===== config.mk =====
export PLATFORM = sky130hd
export DESIGN_NAME = booth_digit_decoder
export DESIGN_NICKNAME = d
export VERILOG_FILES = /design/src/rtl/booth_digit_decoder_pkg.sv /design/src/rtl/booth_digit_decoder_otf_step.sv /design/src/rtl/booth_digit_decoder.sv
export SDC_FILE = /design/constraint.sdc
export NUM_CORES = 1
export LEC_CHECK = 0
export CAP_MARGIN = 5
export CORE_MARGIN = 5
export CORE_UTILIZATION = 55
export DETAILED_ROUTE_END_ITERATION = 6
export PLACE_DENSITY = 0.79
export SYNTH_ARGS = -nofsm -noshare
export SYNTH_HDL_FRONTEND = slang
export SYNTH_SLANG_ARGS = --single-unit
export TNS_END_PERCENT = 1

===== constraint.sdc =====
create_clock -name clk -period 3.6 [get_ports clk]
set_input_delay 0.54 -clock clk [delete_from_list [all_inputs] [get_ports clk]]
set_output_delay 0.54 -clock clk [all_outputs]
set_load 0.005 [all_outputs]

===== src/rtl/booth_digit_decoder_pkg.sv =====
// Shared types and digit decode for the radix-4 Booth decoder.
// The decode function is also used by encoder reference models.
package booth_digit_decoder_pkg;

    typedef logic signed [2:0] digit_t;

    localparam digit_t D_ZERO = 3'sb000;
    localparam digit_t D_P1   = 3'sb001;
    localparam digit_t D_P2   = 3'sb010;
    localparam digit_t D_M1   = 3'sb111;
    localparam digit_t D_M2   = 3'sb110;

    typedef enum logic [1:0] {
        IDLE   = 2'd0,
        ACCEPT = 2'd1,
        DONE   = 2'd2
    } state_t;

    typedef struct packed {
        digit_t d;
        logic   illegal;
    } dec_t;

    // An illegal triple (one & two) decodes as zero so conversion can continue.
    function automatic dec_t decode_digit(input logic one, input logic two, input logic sign);
        dec_t r;
        r.illegal = one & two;
        r.d       = D_ZERO;
        if (!r.illegal) begin
            if (two)
                r.d = sign ? D_M2 : D_P2;
            else if (one)
                r.d = sign ? D_M1 : D_P1;
        end
        return r;
    endfunction

endpackage


===== src/rtl/booth_digit_decoder_otf_step.sv =====
// One on-the-fly conversion step: next Q/QM from the current pair and one
// radix-4 digit, using only a 2-bit shift and a constant 2-bit append.
module booth_digit_decoder_otf_step
    import booth_digit_decoder_pkg::*;
#(
    parameter int WQ = 10
) (
    input  logic signed [WQ-1:0] i_q,
    input  logic signed [WQ-1:0] i_qm,
    input  digit_t               i_d,
    output logic signed [WQ-1:0] o_q,
    output logic signed [WQ-1:0] o_qm
);

    logic             w_q_from_qm;
    logic             w_qm_from_qm;
    logic [1:0]       w_q_app;
    logic [1:0]       w_qm_app;
    logic [WQ-1:0]    w_q_src;
    logic [WQ-1:0]    w_qm_src;

    // Append bits are (d mod 4) for Q and ((d-1) mod 4) for QM.
    always_comb begin
        w_q_from_qm  = 1'b0;
        w_qm_from_qm = 1'b1;
        w_q_app      = 2'b00;
        w_qm_app     = 2'b11;
        case (i_d)
            D_P2: begin
                w_q_from_qm  = 1'b0; w_q_app  = 2'b10;
                w_qm_from_qm = 1'b0; w_qm_app = 2'b01;
            end
            D_P1: begin
                w_q_from_qm  = 1'b0; w_q_app  = 2'b01;
                w_qm_from_qm = 1'b0; w_qm_app = 2'b00;
            end
            D_M1: begin
                w_q_from_qm  = 1'b1; w_q_app  = 2'b11;
                w_qm_from_qm = 1'b1; w_qm_app = 2'b10;
            end
            D_M2: begin
                w_q_from_qm  = 1'b1; w_q_app  = 2'b10;
                w_qm_from_qm = 1'b1; w_qm_app = 2'b01;
            end
            default: begin
                w_q_from_qm  = 1'b0; w_q_app  = 2'b00;
                w_qm_from_qm = 1'b1; w_qm_app = 2'b11;
            end
        endcase
    end

    assign w_q_src  = w_q_from_qm  ? i_qm : i_q;
    assign w_qm_src = w_qm_from_qm ? i_qm : i_q;

    assign o_q  = {w_q_src[WQ-3:0],  w_q_app};
    assign o_qm = {w_qm_src[WQ-3:0], w_qm_app};

endmodule


===== src/rtl/booth_digit_decoder.sv =====
// Sequential radix-4 Booth digit to two's-complement decoder, MSB-first,
// with carry-free on-the-fly conversion and overflow/illegal-digit flags.
module booth_digit_decoder
    import booth_digit_decoder_pkg::*;
#(
    parameter int N_DIGITS = 4,
    localparam int W       = 2*N_DIGITS
) (
    input  logic         clk,
    input  logic         rst_n,
    input  logic         start,
    input  logic         digit_valid,
    output logic         digit_ready,
    input  logic         one,
    input  logic         two,
    input  logic         sign,
    output logic         result_valid,
    input  logic         result_ready,
    output logic [W-1:0] result,
    output logic         ovf,
    output logic         err
);

    localparam int WQ = W + 2;
    localparam int CW = $clog2(N_DIGITS + 1);

    state_t               r_state;
    logic signed [WQ-1:0] r_q;
    logic signed [WQ-1:0] r_qm;
    logic [CW-1:0]        r_cnt;
    logic                 r_err;
    logic [W-1:0]         r_result;
    logic                 r_ovf;
    logic                 r_err_out;

    dec_t                 w_dec;
    logic signed [WQ-1:0] w_q_nxt;
    logic signed [WQ-1:0] w_qm_nxt;
    logic                 w_accept;
    logic                 w_last;
    logic [2:0]           w_top;

    assign w_dec    = decode_digit(one, two, sign);
    assign w_accept = digit_valid && (r_state == ACCEPT);
    assign w_last   = (r_cnt == CW'(N_DIGITS - 1));
    assign w_top    = w_q_nxt[WQ-1:W-1];

    booth_digit_decoder_otf_step #(.WQ(WQ)) u_step (
        .i_q  (r_q),
        .i_qm (r_qm),
        .i_d  (w_dec.d),
        .o_q  (w_q_nxt),
        .o_qm (w_qm_nxt)
    );

    always_ff @(posedge clk or negedge rst_n) begin
        if (!rst_n) begin
            r_state   <= IDLE;
            r_q       <= '0;
            r_qm      <= '1;
            r_cnt     <= '0;
            r_err     <= 1'b0;
            r_result  <= '0;
            r_ovf     <= 1'b0;
            r_err_out <= 1'b0;
        end else begin
            case (r_state)
                IDLE: begin
                    if (start) begin
                        r_q     <= '0;
                        r_qm    <= '1;
                        r_cnt   <= '0;
                        r_err   <= 1'b0;
                        r_state <= ACCEPT;
                    end
                end
                ACCEPT: begin
                    if (w_accept) begin
                        r_q   <= w_q_nxt;
                        r_qm  <= w_qm_nxt;
                        r_cnt <= r_cnt + 1'b1;
                        r_err <= r_err | w_dec.illegal;
                        // Output registers load only here so they hold through IDLE.
                        if (w_last) begin
                            r_result  <= w_q_nxt[W-1:0];
                            r_ovf     <= !((w_top == 3'b000) || (w_top == 3'b111));
                            r_err_out <= r_err | w_dec.illegal;
                            r_state   <= DONE;
                        end
                    end
                end
                DONE: begin
                    if (result_ready)
                        r_state <= IDLE;
                end
                default: r_state <= IDLE;
            endcase
        end
    end

    assign digit_ready  = (r_state == ACCEPT);
    assign result_valid = (r_state == DONE);
    assign result       = r_result;
    assign ovf          = r_ovf;
    assign err          = r_err_out;

endmodule

==> key figures <==
Status
  – Status: complete, no violations

Cells and area
  – Area delta synth->final: 14.8%
  – Layout cells sized above 1: 0.132
  – Fill cell count: 219
  – Final core utilization: 0.663
  – Final #Nets: 187
  – N_diodes: 0

Drt
  – DRT Pass-1 Iters: 4
  – Initial DRC Count: 71
  – Total wire length: 3060 um
  – Wire per inst: 14.9 um
  – Vias per inst: 5.84
  – Routed Antenna Nets: 0
  – Overall via count from detail_route: 1198
  – # DRC: 0

Setup path
  – Worst Setup Start Kind: input pin
  – Worst r2r path cells: 5
  – Crit path buffers/inverters: 2
  – Worst flop-to-flop path endpoint: ovf
  – R2r setup slk: 1850 ps
  – Endpoint kind of the worst setup timing path: flip-flop
  – Kind of critical path: input pin to flip-flop
  – Critical Path Max Stage Delay: 780 ps
  – Critical Path AT: 2620 ps
  – CP required: 3800 ps
  – CP Depth: 7
  – Critical-path maximum fanout: 11
  – Reg-to-Reg Start: r_cnt[0]
  – CP max-delay cell: clkdlybuf4s50_1
  – Critical Path, Cell by Cell: clkdlybuf4s50_1 > inv_1 > ha_1 > a21boi_4 > o221ai_4 > mux2i_1 > o21ai_1
  – Cell family with most CP delay: buffers and inverters

Floorplan
  – Die X: 63.8 um
  – # rows: 19
  – Initial core utilization: 0.578
  – Die area: 4070 um2
  – Core Box Area: 2760 um2
  – Ports: 20
  – Chip height: 63.8 um

GRT
  – Initial antenna violation count: 0
  – First-pass GRT wire length: 5660 um
  – Grt ovf: 0
  – Vias in the first global route: 1265
  – Largest net degree at the start of global routing: 33
  – Total GRT Usage: 0.173

Placement
  – Routability congestion estimate: 0.794
  – IO buf count: 19
  – Post-Place Worst Slack: 848 ps
  – Hpwl dp: 2240 um

Logic synthesis
  – Top cells by count, synth: 24 x dfrtp_1, 18 x nand2_1, 15 x o21ai_0
  – Post-synth EDFFs: 0
  – Fraction of registers with async set or reset after synthesis: 1.00
  – FF+latch count, synth: 32
  – Top cells by area, synth: dfrtp_1 38%, dfstp_2 13%, ha_1 4.7%
  – Mapped Cells: 153
  – Synth unique cells: 39
  – Synth top area share: 0.377
  – Sequential share of the synthesized area: 0.509
  – Yosys warnings: 0
  – Synth area leader: dfrtp_1
  – Top-count cell post-synth: dfrtp_1
  – Syn Std Cell Area: 1590 um2
  – Syn nets: 167
  – Top FF cell, synth: dfrtp_1
  – Mean Syn Cell Area: 10.4 um2

Timing
  – Final setup violation count: 0
  – Setup Skew: 3.97 ps
  – Fmax: 414 MHz
  – Slew at the pin with the worst max-slew slack: 760 ps
  – Share of the clock period used by the worst path: 0.671
  – RSZ-0062 raised after global routing: no
  – Tmin final: 2420 ps
  – Slew Viols, Final: 0
  – Worst Slack Setup Final: 1180 ps
  – Final hold vios: 0
  – Total Neg Setup Slack: 0 ps
  – Slew margin rel.: 0.492

Worst hold path
  – Hold path start: result[7]
  – Worst Hold End: result[7]
  – Worst hold path type: flip-flop to flip-flop
  – Hold path cells: 2

Power
  – Power Density: 718 nW/um2
  – Clock power share: 0.144
  – Maximum vdd drop: 0.000506 V
  – Internal power: 0.000860 W
  – Switching power: 0.000453 W
  – Net Sw Frac: 0.345
  – Pleak: 0.837 nW
  – Comb pwr share: 0.361
  – Reg power frac: 0.495

Clocking
  – Worst skew pair latency: 320 ps
  – Clk sinks: 32
  – Hold_buf cts: 0
  – Cts bufs inserted: 5
  – H-tree Lvls: 2
  – CTS resizes: 0
  – TritonCTS clock tree: yes
  – Longest Clk Path Bufs: 2
  – Post-CTS Setup Inserts: 0
  – Root Driver: clkbuf_4
  – Clock Pin Slew Worst Setup and Hold Paths: 90 ps

Run
  – Max-cap violations: 0
-- flip-flops by register name, summed over array words and instances, names as in the netlist --
| register | cells |
|---|---|
| ovf | 1 |
| r_err | 1 |
| err | 1 |
| r_qm | 8 |
| result | 8 |
| r_state | 2 |
| r_cnt | 3 |
| r_q | 8 |
-- logic make-up after synthesis --
kind of cell,Yosys count,synth area share
AOI/OAI and AO/OA,44,0.185
xor gates and xnor gates,1,0.00550
adders and majority gates,6,0.0471
buffers and inverters,12,0.0432
DFF,32,0.509
muxes,9,0.0581
and+or+nand+nor,49,0.152
-- tightest hold or removal path: stages (launching register included) --
cell and delay (ps):
dfrtp_1 350, nand2_1 40, o21ai_0 60
-- layout by cell type, fill, tap and decap left out, types with 2 or more instances in the layout --
cell type        count
dfstp_2              8
mux2_2               2
ha_1                 6
inv_1                5
nand2b_1             2
a31oi_1              6
o21ai_0             15
clkdlybuf4s50_1     19
nor2_1              10
nand3_1              9
dfrtp_1             24
clkbuf_1             2
a21oi_1              3
nand2_1             18
clkbuf_4             5
a22o_1               2
mux2i_1              7
o21ai_1              8
-- power groups by stage --
stage	Sequential [W]	Clock, W	Combinational, W
after floorplan	0.000635	0	0.000296
after global placement	0.000648	0	0.000458
after detailed placement	0.000657	0	0.000477
after CTS	0.000650	0.000194	0.000481
after global routing	0.000677	0.000212	0.000541
final	0.000650	0.000190	0.000473
-- per-layer routing --
metal	routed length, um	global-route usage
met2	1530	0.278
met3	143	0.0525
met4	33	0.0649
met5	0	0
met1	1350	0.220
-- final cells by class --
type,instances,area (um2),share of cell area
well taps,31,38.8,0.0212
inverters,5,18.8,0.0103
clock buffers,7,45.0,0.0246
flip-flops and latches,32,811,0.443
clock inverters,1,5.00,0.00274
multi-input cells,109,713,0.390
repair buffers,20,198,0.108
-- how the worst max path moves through the flow --
stage               startpoint     end  slack, ps
floorplan                  two     ovf       1730
global placement           two  r_q[2]        930
detailed placement         two  r_q[4]        850
CTS                        two  r_q[4]       1210
global route               two  r_q[2]       1050
finish                     two  r_q[4]       1180
-- stage by stage --
stage	hold WS, ps	area, um2	cells	total power (W)
floorplan	244	1590	153	0.000930
CTS	491	1830	205	0.00132
detailed placement	470	1780	197	0.00113
global route	531	1830	205	0.00143
finish	483	1830	205	0.00131
global placement	464	1780	197	0.00111
(Power assumes the default switching activity.)
